--- config.mk ---
export PLATFORM = sky130hd
export DESIGN_NAME = rep_sequencer_ex
export DESIGN_NICKNAME = d
export VERILOG_FILES = /design/src/rtl/rep_sequencer_ex.sv
export SDC_FILE = /design/constraint.sdc
export NUM_CORES = 1
export LEC_CHECK = 0
export CAP_MARGIN = 20
export CORE_UTILIZATION = 40
export DETAILED_ROUTE_END_ITERATION = 8
export GPL_ROUTABILITY_DRIVEN = 0
export PLACE_DENSITY = 0.78
export SLEW_MARGIN = 20
export SYNTH_ARGS = -nofsm -noshare
export SYNTH_HDL_FRONTEND = slang
export SYNTH_SLANG_ARGS = --single-unit
--- constraint.sdc ---
create_clock -name CLK -period 2.1 [get_ports CLK]
set_input_delay 0.315 -clock CLK [delete_from_list [all_inputs] [get_ports CLK]]
set_output_delay 0.315 -clock CLK [all_outputs]
set_load 0.005 [all_outputs]
--- src/rtl/rep_sequencer_ex.sv ---
// rep_sequencer_ex: REP / REPE / REPNE string-op sequencer.
// Owns the ECX/CX count register. Issues one micro-iteration at a time to WB,
// decrements the count after each completed iteration, evaluates termination,
// stalls EX while a sequence is in flight and writes the final count back.
// Optional feature macro: REP_ADDR16_EN. When defined, an addr16 input selects
// 16-bit counting, which uses only count[15:0] for the decrement and zero test.
module rep_sequencer_ex #(
    parameter int CNT_W  = 32,
    parameter int ZF_BIT = 6
) (
    input  logic             CLK,
    input  logic             CLR,
    input  logic             EX_V,
    input  logic             rep_start,
    input  logic [1:0]       rep_mode,
    input  logic [CNT_W-1:0] count_in,
    input  logic             wb_stall,
    input  logic             iter_done,
    input  logic [31:0]      flags_in,
    input  logic             flush,
`ifdef REP_ADDR16_EN
    input  logic             addr16,
`endif
    output logic             iter_v,
    output logic             busy,
    output logic             ex_stall,
    output logic [CNT_W-1:0] count_out,
    output logic             ld_count,
    output logic             done,
    output logic             terminated_early
);

    localparam logic [1:0] MODE_NONE  = 2'b00;
    localparam logic [1:0] MODE_REPE  = 2'b10;
    localparam logic [1:0] MODE_REPNE = 2'b11;

    typedef enum logic [1:0] {
        S_IDLE,
        S_ISSUE,
        S_WAIT,
        S_DONE
    } state_t;

    state_t             state_q;
    logic [CNT_W-1:0]   count_q;
    logic [1:0]         mode_q;
    logic               early_q;

    logic               startReq;
    logic               startZero;
    logic [CNT_W-1:0]   count_d;
    logic               decZero;
    logic               zfTerm;
    logic               unusedFlags;

`ifdef REP_ADDR16_EN
    localparam logic [CNT_W-1:0] LO_MASK = CNT_W'(32'h0000_FFFF);
    logic               addr16_q;
`endif

    assign unusedFlags = ^flags_in;

    // Decode the start request and compute the decremented count and termination terms.
    always_comb begin
        startReq  = (state_q == S_IDLE) && EX_V && rep_start && (rep_mode != MODE_NONE);
        startZero = (count_in == '0);
        count_d   = count_q - CNT_W'(1);
        decZero   = (count_d == '0);
`ifdef REP_ADDR16_EN
        if (addr16) begin
            startZero = (count_in[15:0] == 16'd0);
        end
        if (addr16_q) begin
            count_d = (count_q & ~LO_MASK) | CNT_W'(count_q[15:0] - 16'd1);
            decZero = (count_d[15:0] == 16'd0);
        end
`endif
        zfTerm = ((mode_q == MODE_REPE)  && !flags_in[ZF_BIT]) ||
                 ((mode_q == MODE_REPNE) &&  flags_in[ZF_BIT]);
    end

    // Sequencer FSM: flush and reset both abandon the sequence without a writeback.
    always_ff @(posedge CLK) begin
        if (!CLR) begin
            state_q  <= S_IDLE;
            count_q  <= '0;
            mode_q   <= MODE_NONE;
            early_q  <= 1'b0;
`ifdef REP_ADDR16_EN
            addr16_q <= 1'b0;
`endif
        end else if (flush) begin
            state_q <= S_IDLE;
        end else begin
            case (state_q)
                S_IDLE: begin
                    if (startReq) begin
                        count_q  <= count_in;
                        mode_q   <= rep_mode;
                        early_q  <= 1'b0;
`ifdef REP_ADDR16_EN
                        addr16_q <= addr16;
`endif
                        state_q  <= startZero ? S_DONE : S_ISSUE;
                    end
                end
                S_ISSUE: begin
                    if (!wb_stall) begin
                        state_q <= S_WAIT;
                    end
                end
                S_WAIT: begin
                    if (iter_done) begin
                        count_q <= count_d;
                        if (decZero || zfTerm) begin
                            early_q <= zfTerm && !decZero;
                            state_q <= S_DONE;
                        end else begin
                            state_q <= S_ISSUE;
                        end
                    end
                end
                S_DONE: begin
                    state_q <= S_IDLE;
                end
                default: begin
                    state_q <= S_IDLE;
                end
            endcase
        end
    end

    // Outputs decode straight from the registered state; only ex_stall sees the start request.
    always_comb begin
        iter_v           = (state_q == S_ISSUE);
        busy             = (state_q != S_IDLE);
        done             = (state_q == S_DONE);
        ld_count         = (state_q == S_DONE);
        terminated_early = (state_q == S_DONE) && early_q;
        count_out        = count_q;
        ex_stall         = busy || (startReq && !flush && CLR);
    end

endmodule

==> results.md, run 1 <==
* TritonCTS clock tree: yes
* Crit Path Category: flop to flop
* Simple-gate share of the synthesized area at 0.330
* Post-route DRC violation count at 7
* Layout cells sized above 1 at 0.235
* 1st-pass router iterations at 8
* EDFF count, synth at 0
* Crit path to: early_q
* Drt wl/cell at 16.8 µm
* Synth Area in XOR/XNOR at 0.00961
* Setup crit start: count_out[10]
* Fillers at 603
* Clock buffer depth at 2
* Failing checks: design-rule violations
* R2R Setup Slk at 0.03 ns
* Number of max-cap violations at 0
* Die height at 84.7 µm
* Hold Path Stages at 2
* Syn nets at 448
* CP delay by family, top: compound AO/OA/AOI/OAI gates
* Async set or reset register ratio after synthesis at 0
* PwrDens at 533 nW/µm²
* Worst slew pin tran at 0.391 ns
* Main synth FF type: dfxtp_1
* Post-route cell area at 4250 µm²
* Clock Skews at 0.00513 ns
* Final Hold Viols at 0
* Crit-path max FO at 7
* Setup WS post-layout at 0.0317 ns
* Post-Synth Adder-Cell Area at 0.00915
* Critical path's largest stage delay at 0.37 ns
* Detailed Route WL at 9750 µm
* Min-Delay Path Class: flop to flop
* Compound-gate portion of the synthesized area at 0.298
* Final Max Tran Viols at 0
* Main combinational cell family by area after synthesis: simple AND/OR/NAND/NOR gates
* Static leakage at 1.64 nW
* Mapped Area at 2730 µm²
* CTS Hold Bufs at 0
* Die ar. at 7170 µm²
* Distinct cells, synth at 56
* Slew margin rel. at 0.739
* CP Depth at 8
* Final net count at 578
* Final setup fails at 0
* Slowest cell on crit path: dfxtp_1
* Synth cell count leaders: nor2_1, nand2_1, dfxtp_1
* Root buffer cell: clkbuf_8
* Antenna Nets Post-Route at 0
* Die width at 84.7 µm
* Area share of the largest cell type after synthesis at 0.271
* Synth warn at 0
* Unrepaired setup endpoints after global routing: yes
* CTS clk-pin slew, worst paths at 0.07 ns
* FF-to-FF End: early_q
* Detailed-route via count at 3530
* Number of global-route vias before repair at 3239
* Gr usage total at 0.266
* Drt initial violations at 303
* Min Hold Slack at 0.527 ns
* Synth top area cells: dfxtp_1, nor2_1, a21oi_1, o21ai_0, nand2_1
* Reg2Reg Depth at 8
* Gr ovfl total at 0
* Critical Path RT at 2.29 ns
* Fin crit period at 2.07 ns
* Post-synthesis instance total at 373
* Startpoint Class: flop
* # rows at 29
* Post-synthesis sequential area ratio at 0.271
* Reg2reg start: count_out[10]
* Via density at 6.09
* Antenna violations before repair at 0
* Clock Latency Late Sink at 0.30 ns
* Clock Sinks at 37
* VDD IR-drop max at 0.289 mV
* Final period utilization at 0.985
* DP HPWL at 6980 µm
* CTS buffer count at 5
* CP endpoint kind: flop
* Synth Register Bits at 37
* Max Clk Rate at 483 MHz
* Dpl ws at -0.241 ns
* CP bufs+invs at 2
* Post-synthesis mux area share at 0.0156
* Worst-path cell chain: buf_6 > nor4_1 > and4_1 > buf_4 > a211o_1 > a221oi_2 > nand4_1 > a32o_1
* Count leader, synth: nor2_1
* Number of port buffers at 79
* Initial Utilization at 0.423
* Largest net degree at the start of global routing at 44
* Mean Syn Cell Area at 7.33 µm²
* Yosys top cell by area: dfxtp_1
* Placed instance area at 4010 µm²
* Arr. time, crit path at 2.26 ns
* H-tree Lvls at 2
* Ports at 111
* Area delta synth->final at 55.5%
* First-pass GRT wire length at 15300 µm
* Run status: finished with violations
* Antenna diodes at 0
* Area of the core at 6460 µm²
==> what timing repair did <==
action                                  CTS  global route
pin swaps                                 3            10
cloned                                    0             1
resized for setup                         1            21
endpoints found under the setup margin    2             9
buffers inserted                          1             6
==> worst min path at each step <==
stage	from	endpoint	slack [ns]
2_1_floorplan	wb_stall	state_q[0]	0.45
3_3_place_gp	early_q	early_q	0.49
3_5_place_dp	mode_q[1]	state_q[1]	0.51
4_1_cts	mode_q[1]	state_q[1]	0.52
5_1_grt	count_out[31]	count_out[31]	0.55
6_report	mode_q[1]	state_q[1]	0.53
==> flip-flops by register name, summed over array words and instances (netlist names) <==
| signal | cells |
|---|---|
| count_out | 32 |
| early_q | 1 |
| mode_q | 2 |
| state_q | 2 |
==> metrics by stage <==
stage | utilization | power [mW] | std cells | setup TNS [ns]
final | 0.658 | 2.26 | 580 | 0
after global routing | 0.658 | 2.38 | 580 | -0.0794
after CTS | 0.636 | 2.18 | 573 | 0
after detailed placement | 0.621 | 1.66 | 565 | -0.252
after global placement | 0.621 | 1.63 | 565 | -0.212
after floorplan | - | 1.23 | 373 | 0
==> cell type report <==
type                       instances  area, µm²  share of cell area
sequential                        37        749               0.176
multi-input combinational        297       1900               0.448
inverter                           8       30.0             0.00707
clock buffer                       7       86.3              0.0203
timing repair buffer             154       1380               0.326
tap                               77       96.3              0.0227
==> cell usage in the layout, fill, tap and decap left out, types with 6 or more instances in the layout <==
master | Yosys | routed
nand2_1 | 38 | 38
nor4_1 | 14 | 9
clkbuf_8 | 0 | 6
o21ai_0 | 33 | 33
inv_1 | 8 | 8
nand3_1 | 9 | 9
nand4_1 | 7 | 7
dfxtp_2 | 0 | 7
a21oi_1 | 33 | 33
a211oi_1 | 6 | 6
nor2_1 | 49 | 48
nor3_1 | 17 | 14
clkdlybuf4s50_1 | 0 | 79
a22oi_1 | 10 | 10
buf_4 | 1 | 70
a31oi_1 | 7 | 7
dfxtp_1 | 37 | 30
==> kinds of logic after synthesis <==
logic type / count (synthesis)
AOI/OAI and AO/OA: 124
muxes: 4
xor gates and xnor gates: 3
DFF: 37
buffers and inverters: 39
and+or+nand+nor: 164
adders and majority gates: 2
==> layer usage <==
metal  GRT usage  share of wire
met1       0.333           0.42
met2       0.452           0.48
met3      0.0541          0.079
met4      0.0955          0.025
met5           0              0
==> worst register-to-register path, delay by kind of cell, from the launching register on <==
kind,cells,cell delay [ns]
DFF,1,0.37
AOI/OAI and AO/OA,3,0.82
and+or+nand+nor,3,0.48
buffers and inverters,2,0.29
==> where the power goes <==
part | internal (mW) | leakage (nW) | switching [mW]
clock | 0.261 | 0.0443 | 0.267
sequential | 0.731 | 0.304 | 0.0389
combinational | 0.497 | 1.30 | 0.470
Note: power is estimated with default switching activity, not from simulation.
==> run 2, diff against run 1 <==
Settings changed: CTS_CLUSTER_DIAMETER set to 50.
==> results of run 2 <==
Same layout as run 1: the final DEF is identical, and so are final timing and power.
